[config.mk]
export PLATFORM = sky130hd
export DESIGN_NAME = left_shift_pipe
export DESIGN_NICKNAME = d
export VERILOG_FILES = /design/src/rtl/alu_shift_pkg.sv /design/src/rtl/left_stage_reg.sv /design/src/rtl/left_shift_pipe.sv
export SDC_FILE = /design/constraint.sdc
export NUM_CORES = 1
export LEC_CHECK = 0
export CAP_MARGIN = 10
export CORE_MARGIN = 2
export CORE_UTILIZATION = 40
export DETAILED_ROUTE_END_ITERATION = 8
export HOLD_SLACK_MARGIN = 0.05
export SETUP_SLACK_MARGIN = 0.02
export SLEW_MARGIN = 20
export SYNTH_ARGS = -nofsm -noshare
export SYNTH_HDL_FRONTEND = slang
export SYNTH_SLANG_ARGS = --single-unit
[constraint.sdc]
create_clock -name clk -period 7.7 [get_ports clk]
set_clock_uncertainty 0.1 [all_clocks]
set_input_delay 1.155 -clock clk [delete_from_list [all_inputs] [get_ports clk]]
set_output_delay 1.155 -clock clk [all_outputs]
set_load 0.02 [all_outputs]
[src/rtl/alu_shift_pkg.sv]
// Shared types for the ALU shift pipelines: beat struct, shift-amount type, per-stage shift helper.
// The beat carries a rot bit only when ALU_ROTATE_EN is defined.
package alu_shift_pkg;

    localparam int DATA_W  = 32;
    localparam int SHAMT_W = $clog2(DATA_W);

    typedef logic [SHAMT_W-1:0] shamt_t;
    typedef logic [DATA_W-1:0]  data_t;

    typedef struct packed {
        logic   valid;
        data_t  data;
        shamt_t shamt;
        logic   fill;
`ifdef ALU_ROTATE_EN
        logic   rot;
`endif
    } stage_beat_t;

    // Stage 0 takes the largest step so the MSB of shamt is consumed first.
    function automatic int stage_amt(input int k);
        return 1 << (SHAMT_W - 1 - k);
    endfunction

endpackage

[src/rtl/left_stage_reg.sv]
// One registered left-shift stage by S, enabled by shamt[BIT]; 1 cycle, loads when empty or downstream advances.
// With ALU_ROTATE_EN the vacated LSBs take the bits shifted out instead of fill when rot=1.
module left_stage_reg
    import alu_shift_pkg::*;
#(
    parameter int S   = 1,
    parameter int BIT = 0
) (
    input  logic        clk,
    input  logic        rst,
    input  stage_beat_t beat_i,
    input  logic        adv_i,
    output logic        load_o,
    output stage_beat_t beat_o
);

    stage_beat_t beat_d;
    stage_beat_t beat_q;
    data_t       shifted;
    logic [S-1:0] fill_bits;

    always_comb begin
        fill_bits = {S{beat_i.fill}};
`ifdef ALU_ROTATE_EN
        if (beat_i.rot) begin
            fill_bits = beat_i.data[DATA_W-1 -: S];
        end
`endif
        shifted = beat_i.data;
        if (beat_i.shamt[BIT]) begin
            shifted = {beat_i.data[DATA_W-1-S:0], fill_bits};
        end

        load_o = !beat_q.valid || adv_i;

        // Data updates even for bubbles; the valid bit is what matters downstream.
        beat_d = beat_q;
        if (load_o) begin
            beat_d      = beat_i;
            beat_d.data = shifted;
        end
    end

    always_ff @(posedge clk or posedge rst) begin
        if (rst) begin
            beat_q <= '0;
        end else begin
            beat_q <= beat_d;
        end
    end

    assign beat_o = beat_q;

endmodule

[src/rtl/left_shift_pipe.sv]
// Pipelined left barrel shifter, SHAMT_W registered stages (latency SHAMT_W), full valid/ready backpressure.
// ALU_ROTATE_EN enables rotate-left via in_rot; otherwise in_rot is ignored.
module left_shift_pipe
    import alu_shift_pkg::*;
#(
    parameter int WIDTH = DATA_W
) (
    input  logic               clk,
    input  logic               rst,
    input  logic               in_valid,
    output logic               in_ready,
    input  logic [WIDTH-1:0]   in_data,
    input  logic [SHAMT_W-1:0] in_shamt,
    input  logic               in_fill,
    input  logic               in_rot,
    output logic               out_valid,
    input  logic               out_ready,
    output logic [WIDTH-1:0]   out_data
);

    stage_beat_t beat [SHAMT_W+1];
    logic        load [SHAMT_W];
    logic        adv  [SHAMT_W];

    always_comb begin
        beat[0]       = '0;
        beat[0].valid = in_valid;
        beat[0].data  = in_data;
        beat[0].shamt = in_shamt;
        beat[0].fill  = in_fill;
`ifdef ALU_ROTATE_EN
        beat[0].rot   = in_rot;
`endif
    end

`ifndef ALU_ROTATE_EN
    logic unused_rot;
    assign unused_rot = in_rot;
`endif

    for (genvar k = 0; k < SHAMT_W; k++) begin : g_stage
        // Ready ripples back from the output: a stage loads if empty or its successor loads.
        if (k == SHAMT_W - 1) begin : g_last
            assign adv[k] = out_ready;
        end else begin : g_mid
            assign adv[k] = load[k+1];
        end

        left_stage_reg #(
            .S   (stage_amt(k)),
            .BIT (SHAMT_W - 1 - k)
        ) u_stage (
            .clk    (clk),
            .rst    (rst),
            .beat_i (beat[k]),
            .adv_i  (adv[k]),
            .load_o (load[k]),
            .beat_o (beat[k+1])
        );
    end

    assign in_ready  = load[0];
    assign out_valid = beat[SHAMT_W].valid;
    assign out_data  = beat[SHAMT_W].data;

    logic unused_tail;
`ifdef ALU_ROTATE_EN
    assign unused_tail = ^{beat[SHAMT_W].shamt, beat[SHAMT_W].fill, beat[SHAMT_W].rot};
`else
    assign unused_tail = ^{beat[SHAMT_W].shamt, beat[SHAMT_W].fill};
`endif

endmodule

Word-level counts from Yosys, hierarchy flattened
Cells that the tools add are included.
- mux-type cells: 5
- reductions and logical operators: 10
- operators with widths (kind ; count):
    2-to-1 mux 32 bit ; 5
    logical NOT 1 bit ; 5
    logical OR 1 bit ; 5
- register bits: 179
- input port bits: 43
- output and inout port bits: 34
- logic and storage cells: 33

Depth between registers and ports, before layout
- word-level depth: 6
- mapped depth: 6
- depth with buffers taken out: 3

By module
A second synthesis with hierarchy kept.
- cell total of the unflattened synthesis: 601
- area, all modules: 10452.5 um^2
- by module, submodules not included (module ; times used ; cells an instance ; area each (um^2)):
    left_stage_reg at g_stage[1].u_stage ... ; 4 ; 120 ; 2089.5
    left_stage_reg at g_stage[0].u_stage ; 1 ; 121 ; 2094.5

Least setup slack after synthesis
OpenSTA, ideal clock, no wires.
- path kind: input to output
- from: in out_ready
- to: out in_ready
- arrival: 2119 ps
- data required time: 6445 ps
- setup slack: 4326 ps
- stages on the path: 6
- cell sequence: and4b_1 buf_6 and3_4 buf_6 buf_6 inv_1
- word-level cells in the longest chain between the ends: 5
- RTL lines (element ; line ; RTL):
    start: declaration ; left_shift_pipe.sv:17 ; input logic out_ready,
    logical OR 1 bit (5 in series) ; left_stage_reg.sv:34 ; load_o = !beat_q.valid || adv_i;
    end: declaration ; left_shift_pipe.sv:11 ; output logic in_ready,
No other way between the ends.

Worst setup path in the final report
Ends and elaborated chain as after synthesis.

==> results.py <==
metrics = {
    "clock_tree": {
        "clock_sinks": 179,
        "clk_path_buf_depth": 2,
        "cts_hold_buf": 0,
        "clk_latency_ns": 0.43,
        "postCtsSetupBuffers": 0,
        "cts_tree": "built",
        "root_buffer": "clkbuf_16",
        "clk_pin_slew_ns": 0.07,
        "htreeDepth": 4,
        "post_cts_resized": 0,
        "cts_buffers": 17,
    },
    "placed_design": {
        "post-place-ws_ns": 2.47,
        "portBuffers": 75,
        "finalWeightedCongestion": 0.758,
        "dp_cells": 1031,
        "dp_hpwl_mm": 10.8,
        "place_area_mm2": 0.00901,
    },
    "pwr": {
        "p_leak_nw": 4.24,
        "p_sw_mw": 1.05,
        "p_int_mw": 2.20,
        "ir_drop_uv": 171,
        "netSwitchingFraction_pct": 32.3,
        "seqPwrFrac_pct": 44.8,
        "p_comb_share_pct": 27.2,
        "power_density_mw_per_mm2": 336,
        "pwr-share-clk_pct": 28.0,
        "total_power_mw": 3.25,
    },
    "yosys": {
        "postSynthNetCount": 812,
        "avgSynthCellArea_um2": 10.9,
        "synth_area_leaders": "dfrtp_1 (54%), mux2i_1 (14%), mux2_2 (6.9%), o21ai_0 (6.6%), nand2_1 (3.3%)",
        "synth-xor-area-share_pct": 0,
        "synth_top_family_by_area": "multiplexers",
        "netlist_area_mm2": 0.00836,
        "ys_warn_count": 0,
        "synth_seq_area_share_pct": 53.6,
        "yosysTopAreaCellShare_pct": 53.6,
        "synthAdderAreaFrac_pct": 0,
        "ys_ff_latch": 179,
        "synthMuxAreaShare_pct": 22.7,
        "synthesis.instances": 769,
        "yosysUniqueCellTypes": 24,
        "synth_area_leader_cell": "dfrtp_1",
        "synth_compound_area_share_pct": 9.10,
        "yosys.area_share.simple_pct": 7.72,
    },
    "route": {
        "via_per_inst": 4.88,
        "finalWirelength_mm": 15.8,
        "ant_nets": 0,
        "drt-initial-drc-count": 251,
        "drt_first_pass_iters": 4,
        "drc": 0,
        "num_vias": 5195,
        "routedWlPerCell_um": 14.8,
    },
    "worst_setup_path": {
        "criticalPathCategory": "primary input to primary output",
        "cp_max_fo": 101,
        "cp.required_ns": 6.44,
        "start_kind": "primary input",
        "crit_chain": "clkdlybuf4s50_1 -> and4b_2 -> buf_4 -> and3_4 -> inv_1 -> clkdlybuf4s50_1",
        "cpMostUsedCell": "clkdlybuf4s50_1",
        "arrival_ns": 3.98,
        "end_kind": "primary output",
        "max_stage_delay_ns": 0.68,
        "cp_slowest_cell": "and3_4",
    },
    "grt": {
        "grt_pass1_vias": 5155,
        "grt_antenna_before_repair": 0,
        "grt-ovfl-total": 0,
        "grt_use_total_pct": 15.0,
        "grt_max_degree": 107,
        "grt_pass1_wl_mm": 26.5,
    },
    "timing": {
        "final.setup.worst_slack_ns": 2.47,
        "period_needed_ns": 5.23,
        "slew_headroom_pct": 36.7,
        "drv_slew": 0,
        "fin_crit_sh_pct": 68.0,
        "holdWs_ns": 0.367,
        "rsz0062_at_grt": "false",
        "finalSetupViolCount": 0,
        "fmax_mhz": 191,
        "hold_viol": 0,
        "tns_ns": 0,
        "worstMarginPinSlew_ns": 0.949,
    },
    "floorplan": {
        "num_rows": 52,
        "die-area_mm2": 0.0221,
        "die_w_um": 149,
        "core_area_mm2": 0.0204,
        "die_h_um": 149,
        "num_io_pins": 77,
        "start_util_pct": 41.0,
    },
    "cells_and_area": {
        "largest_register_ffs": 179,
        "final_util_pct": 47.4,
        "fin_cells": 1064,
        "antennaDiodeCount": 0,
        "final_nets": 824,
        "area_growth_syn_to_layout_pct": 15.4,
        "drive_gt1_share_pct": 13.7,
        "fin_area_mm2": 0.00965,
    },
    "min_path": {
        "hp-class": "flop to flop",
    },
    "flow_run": {
        "maxCapViolations": 0,
    },
    "run_status": {
        "run_status": "complete, no violations",
    },
}
[synth_stat cells]
cell      count
a21oi_1      40
and2_1        2
and3_4        1
and4b_1       1
buf_1         5
buf_2        15
buf_4        34
buf_6         3
clkbuf_1     33
dfrtp_1     179
inv_1        19
mux2_2       51
mux2_4        8
mux2i_1     120
nand2_1      74
nand2b_1      2
nand3_1      32
nand3b_1      1
nand4b_1      1
nor2_1       32
nor2b_1       1
o21ai_0     111
o21ai_1       1
or2_2         3
[layout by cell type (no fill, tap or decap), drive strengths merged, types with 19 or more instances in the layout]
master	Yosys	layout
a21oi	40	40
clkbuf	33	19
clkdlybuf4s50	0	74
dfrtp	179	179
inv	19	23
mux2	59	59
mux2i	120	120
nand2	74	74
nand3	32	32
nor2	32	32
o21ai	112	112
[path summary, 6_finish.rpt]
kind,depth (start not counted),endpoint,slack [ns],startpoint
hold / removal,1,g_stage[1].u_stage.beat_o[38],0.37,g_stage[0].u_stage.beat_o[38]
hold reg to reg,1,g_stage[1].u_stage.beat_o[38],0.37,g_stage[0].u_stage.beat_o[38]
min in group asynchronous,2,g_stage[0].u_stage.beat_o[37],1.21,rst
setup / recovery,6,in_ready,2.47,out_ready
setup reg to reg,4,g_stage[0].u_stage.beat_o[30],5.05,g_stage[4].u_stage.beat_o[38]
max in group asynchronous,3,g_stage[3].u_stage.beat_o[13],4.86,rst
[critical path: cells and delay by family]
kind                   cells  cell delay, ns
buffers and inverters      4            1.79
AND/OR/NAND/NOR            2            0.98
[kinds of logic after synthesis]
logic type | Yosys count
multiplexers | 179
buffers and inverters | 109
flip-flops | 179
AO/OA/AOI/OAI | 152
AND/OR/NAND/NOR | 150
[cell type report]
| cell class | count | area, µm² |
|---|---|---|
| tap | 270 | 338 |
| timing repair buffer | 83 | 818 |
| sequential | 179 | 4480 |
| fill | 1883 | 10700 |
| inverter | 19 | 76.3 |
| clock buffer | 19 | 453 |
| multi-input combinational | 481 | 3310 |
| clock inverter | 13 | 173 |
[per-layer routing]
metal / track usage (%) / part of all wire (%)
met4: 5.00 / 1.2
met5: 0 / 0
met1: 22.3 / 52
met3: 3.16 / 3.3
met2: 22.0 / 44
[power groups by stage]
stage	Combinational [mW]	Clock, mW	Sequential, mW
floorplan	0.745	0	1.39
global placement	0.878	0	1.46
detailed placement	0.890	0	1.48
CTS	0.895	0.927	1.46
global route	0.981	0.966	1.50
finish	0.884	0.910	1.45
Note: power is estimated with default switching activity, not from simulation.
